File: src/rtl/reg_file_dbg.sv
// MIPS register file: two registered read ports, one write port, r0 hardwired to zero, debug dump stream.
// Define REG_FILE_BYPASS_EN for write-first reads/captures; otherwise reads are read-first.
module reg_file_dbg #(
    parameter int DATA_WIDTH = 32,
    parameter int ADDR_WIDTH = 5
) (
    input  logic                  i_clock,
    input  logic                  i_reset,
    input  logic                  i_regwrite,
    input  logic [ADDR_WIDTH-1:0] i_rd,
    input  logic [DATA_WIDTH-1:0] i_writedata,
    input  logic [ADDR_WIDTH-1:0] i_rs,
    input  logic [ADDR_WIDTH-1:0] i_rt,
    output logic [DATA_WIDTH-1:0] o_regA,
    output logic [DATA_WIDTH-1:0] o_regB,
    input  logic                  i_dump_start,
    input  logic                  i_dump_ready,
    output logic                  o_dump_valid,
    output logic [ADDR_WIDTH-1:0] o_dump_addr,
    output logic [DATA_WIDTH-1:0] o_dump_data,
    output logic                  o_dump_last,
    output logic                  o_dump_done,
    output logic                  o_busy
);

    localparam int unsigned NREGS = 1 << ADDR_WIDTH;
    localparam logic [ADDR_WIDTH-1:0] LAST_ADDR = '1;

    typedef enum logic [1:0] {
        IDLE,
        SEND,
        DONE
    } dump_state_t;

    logic [DATA_WIDTH-1:0] regs [NREGS];
    logic                  wr_en;
    dump_state_t           state, state_next;
    logic                  load_first;
    logic                  advance;
    logic [ADDR_WIDTH-1:0] dump_next_addr;

    assign wr_en          = i_regwrite && (i_rd != '0);
    assign dump_next_addr = o_dump_addr + ADDR_WIDTH'(1);

    // Value seen by a read port or the dump capture at this edge.
    function automatic logic [DATA_WIDTH-1:0] port_value(input logic [ADDR_WIDTH-1:0] a);
        logic [DATA_WIDTH-1:0] v;
        v = regs[a];
`ifdef REG_FILE_BYPASS_EN
        if (wr_en && (a == i_rd)) v = i_writedata;
`endif
        if (a == '0) v = '0;
        return v;
    endfunction

    always_ff @(posedge i_clock or posedge i_reset) begin
        if (i_reset) begin
            for (int unsigned i = 0; i < NREGS; i++) regs[i] <= '0;
        end else if (wr_en) begin
            regs[i_rd] <= i_writedata;
        end
    end

    always_ff @(posedge i_clock or posedge i_reset) begin
        if (i_reset) begin
            o_regA <= '0;
            o_regB <= '0;
        end else begin
            o_regA <= port_value(i_rs);
            o_regB <= port_value(i_rt);
        end
    end

    always_ff @(posedge i_clock or posedge i_reset) begin
        if (i_reset) state <= IDLE;
        else         state <= state_next;
    end

    always_comb begin
        state_next   = state;
        load_first   = 1'b0;
        advance      = 1'b0;
        o_dump_valid = 1'b0;
        o_busy       = 1'b0;
        o_dump_done  = 1'b0;
        case (state)
            IDLE: begin
                if (i_dump_start) begin
                    load_first = 1'b1;
                    state_next = SEND;
                end
            end
            SEND: begin
                o_dump_valid = 1'b1;
                o_busy       = 1'b1;
                if (i_dump_ready) begin
                    if (o_dump_addr == LAST_ADDR) state_next = DONE;
                    else                          advance    = 1'b1;
                end
            end
            DONE: begin
                o_busy      = 1'b1;
                o_dump_done = 1'b1;
                state_next  = IDLE;
            end
            default: state_next = IDLE;
        endcase
        o_dump_last = o_dump_valid && (o_dump_addr == LAST_ADDR);
    end

    // Beat data is captured once on advance and then held, so later writes cannot disturb it.
    always_ff @(posedge i_clock or posedge i_reset) begin
        if (i_reset) begin
            o_dump_addr <= '0;
            o_dump_data <= '0;
        end else if (load_first) begin
            o_dump_addr <= '0;
            o_dump_data <= '0;
        end else if (advance) begin
            o_dump_addr <= dump_next_addr;
            o_dump_data <= port_value(dump_next_addr);
        end
    end

endmodule

File: config.mk
export PLATFORM = sky130hd
export DESIGN_NAME = reg_file_dbg
export DESIGN_NICKNAME = d
export VERILOG_FILES = /design/src/rtl/reg_file_dbg.sv
export SDC_FILE = /design/constraint.sdc
export NUM_CORES = 2
export LEC_CHECK = 0
export CELL_PAD_IN_SITES_DETAIL_PLACEMENT = 1
export CELL_PAD_IN_SITES_GLOBAL_PLACEMENT = 1
export CORE_UTILIZATION = 54
export DETAILED_ROUTE_END_ITERATION = 8
export PLACE_DENSITY_LB_ADDON = 0.1
export RECOVER_POWER = 100
export SLEW_MARGIN = 40
export SYNTH_ARGS = -nofsm -noshare
export SYNTH_HDL_FRONTEND = slang
export SYNTH_SLANG_ARGS = --single-unit
File: constraint.sdc
create_clock -name i_clock -period 95.7 [get_ports i_clock]
set_input_delay 9.57 -clock i_clock [delete_from_list [all_inputs] [get_ports i_clock]]
set_output_delay 9.57 -clock i_clock [all_outputs]
set_load 0.05 [all_outputs]
# After elaboration in Yosys (flattened, before gate mapping)
# Cells that the tools add are included.
[word_totals]
regBits = 1127
inputBits = 52
word_cells = 95
[op_classes]
addsub = 1
order_cmp = 5
n_eq_ne = 6
n_mux = 31
bitwise_logic = 4
reduce_logical = 11
[ops]
columns = ["operator", "n"]
rows = [
  ["$bwmux W1024", 1],
  ["$bmux W32 S5", 3],
  ["$mux W32", 12],
  ["$demux W32 S5", 1],
  ["$ge A6 B6 Y1 const B", 4],
  ["$not A5 Y6", 4],
  ["$logic_not A5 Y1", 3],
  ["$mux W5", 2],
  ["$mux W1", 8],
  ["$lt A6 B1 Y1 const B", 1],
  ["$mux W2", 3],
  ["$ne A2 B2 Y1 const B", 3],
  ["$add A5 B1 Y5 const B", 1],
  ["$eq A5 B5 Y1 const B", 1],
  ["$reduce_bool A5 Y1", 1],
  ["$pmux W2 S2", 1],
  ["$logic_and A1 B1 Y1", 3],
  ["$reduce_and A3 Y1", 1],
  ["$eq A2 B1 Y1 const B", 1],
  ["$eq A2 B2 Y1 const B", 1],
  ["$logic_not A2 Y1", 1],
  ["$reduce_bool A2 Y1", 1],
  ["$reduce_or A2 Y1", 1],
]

# Logic depth before layout (Yosys ltp)
[depth]
word_depth = 8
mapped_depth = 11

# Worst setup path after synthesis
# Ideal clock, no wire load.
[synth_timing]
kind = "reg-to-output"
startpoint = "reg o_dump_addr[1]"
endpoint = "out o_dump_last"
arrival_time_ns = 1.894
required_time_ns = 86.130
path_slack_ns = 84.236
path_stages_with_launch = 6
cell_sequence = "dfrtp_1 -> ha_1 -> buf_2 -> and3_1 -> ha_1 -> and2_1"
[synth_between]
elab_chain_cells = 2
[synth_rtl]
columns = ["item", "line_no", "source"]
rows = [
  ["start, declared", "19", "output logic [ADDR_WIDTH-1:0] o_dump_addr,"],
  ["start signal, assigned", "120", "o_dump_addr <= dump_next_addr;"],
  ["$eq A5 B5 Y1", "108", "o_dump_last = o_dump_valid && (o_dump_addr == LAST_ADDR);"],
  ["$logic_and A1 B1 Y1", "108", ""],
  ["end, declared", "21", "output logic o_dump_last,"],
]
# Every way passes these cells.

==> parameters.txt <==
Parameter                              Value

Timing
  Worst Slack Setup Final ... 70960 ps
  Hold Violations, Final ... 0
  Max-slew violation total from the final report ... 2296
  Worst setup skew after layout ... 25.6 ps
  Slew margin rel. ... -2.72
  Final setup TNS ... 0 ps
  Unrepaired setup endpoints after global routing ... no
  Achievable Freq ... 40.4 MHz
  Slew at the pin with the worst max-slew slack ... 5580 ps
  Share of the clock period used by the worst path ... 0.258
  Final setup violation count ... 0
  Tmin final ... 24740 ps

Route
  Total DRC errors in the routed layout ... 0
  Violation count after the first detailed-route iteration ... 4625
  Routed vias/inst ... 7.40
  Remaining antenna violation count ... 0
  Count of TritonRoute iterations in the first routing pass ... 5
  Routed length per placed instance ... 38.6 µm
  Wire length after detailed routing ... 237000 µm
  Routed via count ... 45400

Synth
  Area of the mapped netlist ... 66400 µm²
  Simple-gate area share of the yosys netlist ... 0.0333
  Cell type with the highest aggregate area in the netlist ... dfrtp_1
  EDFF count, synth ... 0
  Post-Syn Instances ... 4516
  Largest family of logic cells by synthesized area ... multiplexers
  Post-synthesis async set-or-reset flop share ... 1.00
  Synth top area share ... 0.425
  Synth Area in XOR/XNOR ... 0.00107
  Synth Net Count ... 4576
  Mean instance size in the synthesized netlist ... 14.7 µm²
  Fraction of the yosys area taken by sequential cells ... 0.425
  Ranking of synthesized cells by area ... dfrtp_1 42%, mux4_2 25%, mux2_2 20%
  Leading register cell type out of synthesis ... dfrtp_1
  Post-synthesis adder-cell area fraction ... 0.00151
  Netlist cell types ... 42
  Compound-Gate Fraction of Synth Area ... 0.0324
  Post-synthesis sequential element count ... 1127
  Share of synthesized area spent on multiplexers ... 0.465
  Count of warnings emitted by yosys ... 0

Worst setup path
  Crit end category ... async pin
  Slowest stage cell, crit path ... clkbuf_1
  Worst R2R Start ... o_dump_addr[0]
  Delay contributed by the slowest stage of the critical path ... 3270 ps
  Endpoint arrival time on the critical path ... 24550 ps
  Setup slack on the worst flop-to-flop path ... 88760 ps
  Critical path launch point type ... primary input
  Worst Setup Path Type ... primary input to async pin
  Ordered cell list for the critical path ... dlygate4sd3_1 -> clkinvlp_2 -> clkbuf_1 -> clkbuf_1 -> clkbuf_1 -> clkbuf_1
  Most numerous cell on the critical path ... clkbuf_1
  Largest driver fanout on the critical path ... 119
  Length in cells of the worst reg-to-reg path ... 9
  Reg-to-reg endpoint ... o_dump_data[3]
  Critical Path RT ... 95520 ps

Power
  Switching share of total power ... 0.341
  Cell-internal power ... 1.20 mW
  Combinational fraction of design power ... 0.344
  Static leakage ... 30.5 nW
  Switching power ... 0.624 mW
  Proportion of power drawn by flip-flops and latches ... 0.368
  Maximum VDD drop ... 20.7 µV
  Power per standard cell area ... 25.1 nW/µm²
  Clk network pwr share ... 0.287

CTS
  Maximum buffer depth of the clock tree ... 3
  TritonCTS clock tree ... done
  Clock latency on the worst-skew pair ... 780 ps
  Root cell of the clock tree ... clkbuf_16
  Total number of clock tree sinks ... 1127
  CTS Hold Bufs ... 0
  # resized after CTS ... 0
  Clock slew seen by the registers of the worst setup and hold paths ... 50 ps
  Post-CTS Setup Bufs ... 0
  Number of buffers created by CTS ... 132
  H-tree depth ... 4

Run
  Total of max-cap violations ... 54

Layout
  Most frequent standard cell in the layout excluding fill and tap cells ... mux2_2
  Area delta synth->final ... 9.97%
  Commonest cells after routing, fill and taps aside ... 1190 x mux2_2, 1126 x dfrtp_1, 728 x mux4_2, 267 x nand2_1, 140 x clkbuf_16
  Post-Layout Cell Count ... 6139
  Net total in the final layout ... 4467
  Share of layout cells above drive strength 1 ... 0.504

Floorplanning
  Number of top-level pins ... 157
  Row Count ... 128
  Core region area ... 122000 µm²
  Die span in y ... 353 µm
  Horizontal extent of the die ... 353 µm
  Initial core utilization ... 0.545
  DIE AREA ... 124000 µm²

Place
  Input/output buffers ... 156
  Post-DP HPWL ... 126000 µm
  Global placer's final weighted congestion ... 0.809
  Cell total after placement ... 5891
  Worst Setup Slack post-DPL ... 81010 ps

Outcome
  Run status ... complete, but fails checks
  Violations in the final reports ... capacitance limit, slew limit

GRT
  Overall fraction of global-route tracks in use ... 0.389
  Maximum number of pins on one net before global-route repair ... 159
  Wire length of the first global-routing pass ... 349000 µm
  Via count of the first global-routing pass ... 47800
  Gr ovfl total ... 0
  Number of antenna violations at the first check in global routing ... 18

Worst hold path
  Worst Hold Launch ... regs[995]
  Worst hold-check path type ... flop to flop
  Hold endpoint ... regs[995]
  Worst hold path cell count ... 0
-- synthesized netlist by cell type, types with 8 or more instances --
master    count
a21oi_1      36
buf_2       148
nand2_1     275
inv_1        44
nand3_1      15
nor2_1       28
nor2b_1      66
o21ai_0      58
a22oi_1      44
o211ai_1     20
buf_6        47
clkbuf_1    230
dfrtp_1    1127
mux4_2      728
nor3_1       78
mux2i_1      60
o22ai_1      84
o21ai_1       9
mux4_1       16
mux2_2     1196
buf_4        29
ha_1          8
a211oi_1     64
buf_1        54
a32oi_1      13
-- power by group through the flow --
stage | logic [mW] | clock network (mW) | registers, mW
floorplan | 0.442 | 0 | 0.670
global placement | 0.610 | 0 | 0.668
detailed placement | 0.627 | 0 | 0.675
CTS | 0.631 | 0.532 | 0.668
global route | 0.664 | 0.549 | 0.684
finish | 0.629 | 0.526 | 0.674
-- per-layer routing --
metal / vias up / global-route usage / wire (µm)
met5: - / 0 / 39
met4: 6 / 0.164 / 11100
met3: 634 / 0.0942 / 22900
met2: 2529 / 0.583 / 109000
met1: 24900 / 0.547 / 94100
li1: 17300 / - / -
-- metrics by stage --
step           power, mW  utilization  area (µm²)  hold WS, ps
2_1_floorplan       1.11            -       66400          457
3_3_place_gp        1.28        0.563       68600          401
4_1_cts             1.83        0.601       73300          420
5_1_grt             1.90        0.599       73000          435
3_5_place_dp        1.30        0.564       68800          404
6_report            1.83        0.599       73000          416
-- worst max-delay path: cells and delay by family --
kind                   cells  cell delay, ps
buffers and inverters      6           14690
-- registers in the layout, indices dropped and copies added (netlist names) --
name and cells:
regs 1024, o_dump_data 32, o_regA 32, o_regB 32
o_dump_addr 5, state 2
-- cell type report --
type | instances | area [µm²]
multi-input combinational | 2835 | 35700
antenna | 6 | 15.0
tap | 1625 | 2030
timing repair buffer | 267 | 2350
clock inverter | 38 | 470
clock buffer | 197 | 4000
sequential | 1127 | 28200
fill | 11000 | 48900
inverter | 44 | 166
-- how the worst max path moves through the flow --
stage / startpoint / endpoint / slack [ps]
2_1_floorplan: i_reset / o_dump_addr[0] / 54390
3_3_place_gp: i_rt[1] / o_regB[31] / 81110
3_5_place_dp: i_rt[1] / o_regB[31] / 81010
4_1_cts: i_rt[1] / o_regB[31] / 81800
5_1_grt: i_reset / regs[941] / 67920
6_report: i_reset / regs[941] / 70960
-- kinds of logic (layout without fill, tap and decap cells) --
kind of cell,count (synthesis),count (layout)
DFF,1127,1127
xor gates and xnor gates,6,6
AOI/OAI and AO/OA,331,331
muxes,2000,2000
buffers and inverters,554,546
and+or+nand+nor,490,490
other,0,6
adders and majority gates,8,8
Note: power is estimated with default switching activity, not from simulation.
